<file path="config.mk">
export PLATFORM = sky130hd
export DESIGN_NAME = pkt_buffer_writer
export DESIGN_NICKNAME = d
export VERILOG_FILES = /design/src/rtl/pkt_buffer_writer.sv
export SDC_FILE = /design/constraint.sdc
export NUM_CORES = 1
export LEC_CHECK = 0
export BUFFER_PORTS_ARGS = -buffer_cell sky130_fd_sc_hd__buf_2
export CORE_AREA = 2 2 447 449
export DETAILED_ROUTE_END_ITERATION = 6
export DIE_AREA = 0 0 449 451
export GPL_TIMING_DRIVEN = 0
export PLACE_DENSITY_LB_ADDON = 0.08
export SYNTH_ARGS = -nofsm -noshare
export SYNTH_HDL_FRONTEND = slang
export SYNTH_SLANG_ARGS = --single-unit
</file>
<file path="constraint.sdc">
create_clock -name clk -period 4.65 [get_ports clk]
set_input_delay 0.93 -clock clk [delete_from_list [all_inputs] [get_ports clk]]
set_output_delay 0.93 -clock clk [all_outputs]
set_load 0.02 [all_outputs]
</file>
<file path="src/rtl/pkt_buffer_writer.sv">
// pkt_buffer_writer: stores ingress packets into 32-flit slots keyed by a popped free ID
// and emits one descriptor per packet.
package pkt_buffer_writer_pkg;
    typedef struct packed {
        logic [511:0] data;
        logic         sop;
        logic         eop;
        logic [5:0]   empty;
    } flit_t;

    localparam logic [3:0] PKT_ETH  = 4'd1;
    localparam logic [3:0] PKT_DROP = 4'd2;

    typedef struct packed {
        logic [15:0] pktID;
        logic [5:0]  flits;
        logic [15:0] len;
        logic [3:0]  pkt_flags;
        logic [31:0] timestamp;
        logic [15:0] port;
    } metadata_t;
endpackage

module pkt_buffer_writer
    import pkt_buffer_writer_pkg::*;
#(
    parameter int PKT_AWIDTH    = 9,
    parameter int PKTBUF_AWIDTH = 14
) (
    input  logic                     clk,
    input  logic                     rst,
    input  logic                     in_pkt_valid,
    input  logic                     in_pkt_sop,
    input  logic                     in_pkt_eop,
    input  logic [511:0]             in_pkt_data,
    input  logic [5:0]               in_pkt_empty,
    output logic                     in_pkt_ready,
    input  logic [PKT_AWIDTH-1:0]    emptylist_out_data,
    input  logic                     emptylist_out_valid,
    output logic                     emptylist_out_ready,
    output logic [PKTBUF_AWIDTH-1:0] pkt_buffer_address,
    output logic                     pkt_buffer_write,
    output flit_t                    pkt_buffer_writedata,
    output logic                     meta_valid,
    output metadata_t                meta_data,
    input  logic                     meta_ready
);
    typedef enum logic [1:0] {WAIT_ID, WAIT_SOP, BODY} state_t;

    state_t                state;
    logic [PKT_AWIDTH-1:0] cur_id;
    logic [4:0]            flit_idx;
    logic                  full;
    logic                  truncated;
    logic                  accept, start, wr, done, trunc;
    logic [4:0]            widx;
    logic [5:0]            stored, n;
    metadata_t             meta_next;

    assign emptylist_out_ready = !rst && state == WAIT_ID;
    assign in_pkt_ready        = !rst && state != WAIT_ID && !meta_valid;

    // full marks that slot index 31 has been written; flit_idx then stops counting
    always_comb begin
        accept = in_pkt_valid && in_pkt_ready;
        start  = accept && state == WAIT_SOP && in_pkt_sop;
        wr     = start || (accept && state == BODY && !full);
        done   = (start || (accept && state == BODY)) && in_pkt_eop;
        widx   = start ? 5'd0 : flit_idx;
        stored = full ? 6'd32 : {1'b0, flit_idx};
        n      = start ? 6'd1 : stored + {5'd0, !full};
        trunc  = !start && (truncated || full);
        meta_next           = '0;
        meta_next.pktID     = 16'(cur_id);
        meta_next.flits     = n;
        meta_next.len       = trunc ? 16'd2048 : 16'({n, 6'd0}) - {10'd0, in_pkt_empty};
        meta_next.pkt_flags = trunc ? PKT_DROP : PKT_ETH;
    end

    always_ff @(posedge clk) begin
        if (rst) begin
            state                <= WAIT_ID;
            cur_id               <= '0;
            flit_idx             <= '0;
            full                 <= 1'b0;
            truncated            <= 1'b0;
            pkt_buffer_write     <= 1'b0;
            pkt_buffer_address   <= '0;
            pkt_buffer_writedata <= '0;
            meta_valid           <= 1'b0;
            meta_data            <= '0;
        end else begin
            pkt_buffer_write <= wr;
            if (wr) begin
                pkt_buffer_address   <= PKTBUF_AWIDTH'({cur_id, widx});
                pkt_buffer_writedata <= {in_pkt_data, in_pkt_sop, in_pkt_eop, in_pkt_empty};
            end
            if (done) begin
                meta_valid <= 1'b1;
                meta_data  <= meta_next;
            end else if (meta_valid && meta_ready) begin
                meta_valid <= 1'b0;
                meta_data  <= '0;
            end
            case (state)
                WAIT_ID: if (emptylist_out_valid) begin
                    cur_id <= emptylist_out_data;
                    state  <= WAIT_SOP;
                end
                WAIT_SOP: if (start) begin
                    flit_idx  <= 5'd1;
                    full      <= 1'b0;
                    truncated <= 1'b0;
                    state     <= in_pkt_eop ? WAIT_ID : BODY;
                end
                BODY: if (accept) begin
                    truncated <= truncated || full;
                    full      <= full || flit_idx == 5'd31;
                    flit_idx  <= (full || flit_idx == 5'd31) ? flit_idx : flit_idx + 5'd1;
                    if (in_pkt_eop) state <= WAIT_ID;
                end
                default: state <= WAIT_ID;
            endcase
        end
    end
endmodule

</file>
==> results.md <==
* Pin count of the biggest net entering global routing at 13
* DR pass1 iterations at 5
* Max VDD drop at 0.238 mV
* Post_cts resized at 0
* # rows at 164
* Synth Register Bits at 584
* Gpl congestion at 0.814
* Most common cell in the netlist: nand2_1
* Antenna violations before repair at 77
* Post-synthesis instance area at 20900 sq um
* Post-synth EDFFs at 0
* Async SR Flop Fraction at 0%
* Worst-Skew Late Latency at 720 ps
* Cell Chain, Critical Path: buf_2 -> clkbuf_2 -> clkbuf_1 -> clkbuf_1 -> nor3_1 -> buf_2
* Flop2flop setup slack at 1490 ps
* Commonest cells in the synthesized netlist: nand2_1 (1094), dfxtp_1 (584), a21oi_1 (551)
* HP Class: flip-flop to flip-flop
* RSZ-0062 raised after global routing: false
* Grt met3 use at 4.96%
* Final instance area at 33000 sq um
* Core box area at 198000 sq um
* Routed via count at 22400
* Register area share after synthesis at 55.9%
* Critical path class: primary input to output pin
* Post-Place Cell Area at 30000 sq um
* Io pins at 1162
* CP max-delay cell: clkbuf_1
* Reg2reg start: meta_valid$_SDFFE_PP0P_
* Mean Syn Cell Area at 7.93 sq um
* Worst-margin pin slew at 1080 ps
* Worst Path Arrival at 3280 ps
* Number of buffers created by CTS at 88
* GR Util met1 at 13.6%
* Full die area at 202000 sq um
* Final ANT Viol Nets at 0
* Final Hold Vio Count at 0
* CP Data Required Time at 3720 ps
* Detailed Route WL at 140 mm
* Grt ovf at 0
* CTS tree: yes
* Die Ht at 451 um
* Vias in the first global route at 22400
* Layout cells sized above 1 at 36.1%
* Crit Path Max Fanout at 12
* Top_reg_cell synth: dfxtp_1
* Port bufs at 1103
* Met2 GRT Util at 24.3%
* Routed WL per cell at 21.1 um
* Max frequency at 238 MHz
* CTS Sinks at 584
* Worst Setup EP: in_pkt_ready
* GRT busiest layer: met2
* Final Max Tran Viols at 0
* MaxCap Viol Count at 0
* R2R cell count at 8
* Worst-path clk slew at 50 ps
* Synth area leader: dfxtp_1
* Fin crit period at 4210 ps
* Setup crit start: rst
* Nets@finish at 4425
* Initial core utilization at 10.6%
* Startpoint Class: primary input
* Hold_ws at 444 ps
* Clk_skew at 32.3 ps
* Post-route clock period utilization at 90.5%
* Rel. slew slack at 28.3%
* First-pass GRT wire length at 189 mm
* Reg-to-reg endpoint: pkt_buffer_writedata[26]$_SDFFE_PP0P_
* Clk root buf: clkbuf_16
* Yosys top cell area share at 55.9%
* Final setup violation count at 0
* Status: complete, no violations
* Synth cell types at 52
* Initial DRC count at 828
* Largest buffer count on any clock path at 3
* Die X at 449 um
* CP peak stage delay at 850 ps
* Hold-fix buffers at CTS at 0
* Tot GR Track Use at 13.3%
* DP Wirelength at 113 mm
* Syn Inst Count at 2638
* Static Leak at 14.1 nW
* CTS H-Tree Depth at 3
* Synth Warn # at 0
* Via density at 3.38
* Area grow syn2layout at 57.6%
* Post-route DRC at 0
* Top cells by area, synth: dfxtp_1 (56%), nand2_1 (20%), a21oi_1 (13%)
* Post-CTS setup buffer count at 0
* Util after Layout at 16.6%
* Crit. End Element: output pin
* PwrDens at 396 nW/um^2
cell usage in the layout (no fill, tap or decap), drive strengths merged, types with 3 or more instances in the layout:
cell,instances
bufinv,7
clkinv,16
ha,4
xor2,6
nor2,38
nand3,12
clkbuf,206
nor2b,3
o21ai,7
conb,57
nor3,12
dfxtp,584
diode,23
nand2,1094
buf,1279
xnor2,8
inv,10
nand2b,3
a22oi,20
a32oi,3
a21oi,552
and3,3
cell type report:
type / count / area [sq um]
sequential: 584 / 11700
timing repair buffer: 1103 / 5520
inverter: 6 / 22.5
multi-input combinational: 1852 / 8100
tap: 2656 / 3320
clock buffer: 130 / 2560
clock inverter: 28 / 370
buffer: 252 / 1320
fill: 23000 / 165000
antenna: 23 / 57.6
layer usage:
layer / up-vias / part of all wire (%)
met5: - / 0.24
met4: 52 / 3.9
met3: 264 / 7.3
met2: 756 / 52
met1: 10400 / 37
li1: 11000 / -
worst min path at each step:
stage | slack, ps | end | start | cells past startpoint
4_1_cts | 330 | pkt_buffer_writedata[80]$_SDFFE_PP0P_ | in_pkt_data[72] | 3
3_3_place_gp | 440 | pkt_buffer_writedata[391]$_SDFFE_PP0P_ | pkt_buffer_writedata[391]$_SDFFE_PP0P_ | 2
2_1_floorplan | 450 | cur_id[0]$_SDFFE_PP0P_ | cur_id[0]$_SDFFE_PP0P_ | 2
5_1_grt | 380 | cur_id[8]$_SDFFE_PP0P_ | emptylist_out_data[8] | 3
3_5_place_dp | 440 | pkt_buffer_writedata[477]$_SDFFE_PP0P_ | pkt_buffer_writedata[477]$_SDFFE_PP0P_ | 2
6_report | 440 | pkt_buffer_writedata[264]$_SDFFE_PP0P_ | pkt_buffer_writedata[264]$_SDFFE_PP0P_ | 2
worst max-delay path: cells and delay by family:
family,cells,cell delay (ps)
buffers and inverters,5,2210
AND/OR/NAND/NOR,1,100
logic make-up (layout without fill, tap and decap cells):
group	count (synthesis)	after routing	synth area share [%]
xor+xnor	14	14	0.586
flops	584	584	55.9
fa+ha+maj	4	4	0.239
buf+inv	258	1519	6.41
simple gates	1177	1177	21.8
mux	1	1	0.0538
compound gates	599	599	15.0
other cells	1	80	0.0179
report_power, final:
group	total, W	switching [W]	leakage, nW	internal, W
clock	0.00696	0.00278	1.44	0.00419
combinational	0.000959	0.000619	7.89	0.000340
sequential	0.00514	0.0000485	4.72	0.00510
registers in the layout, summed over array words and instances (netlist names), 2 cells and up:
name and count:
state 2, pkt_buffer_writedata 520, flit_idx 5, pkt_buffer_address 14
meta_data 30, cur_id 9
through the flow:
| stage | instances | total power, W | setup TNS [ps] | worst slack [ps] |
|---|---|---|---|---|
| floorplan | 2694 | 0.00568 | 0 | 1710 |
| global placement | 6453 | 0.00625 | -830 | -426 |
| detailed placement | 6453 | 0.00624 | 0 | 184 |
| CTS | 6611 | 0.0135 | 0 | 180 |
| global route | 6626 | 0.0137 | 0 | 154 |
| finish | 6634 | 0.0131 | 0 | 443 |
Note: power is estimated with default switching activity, not from simulation.
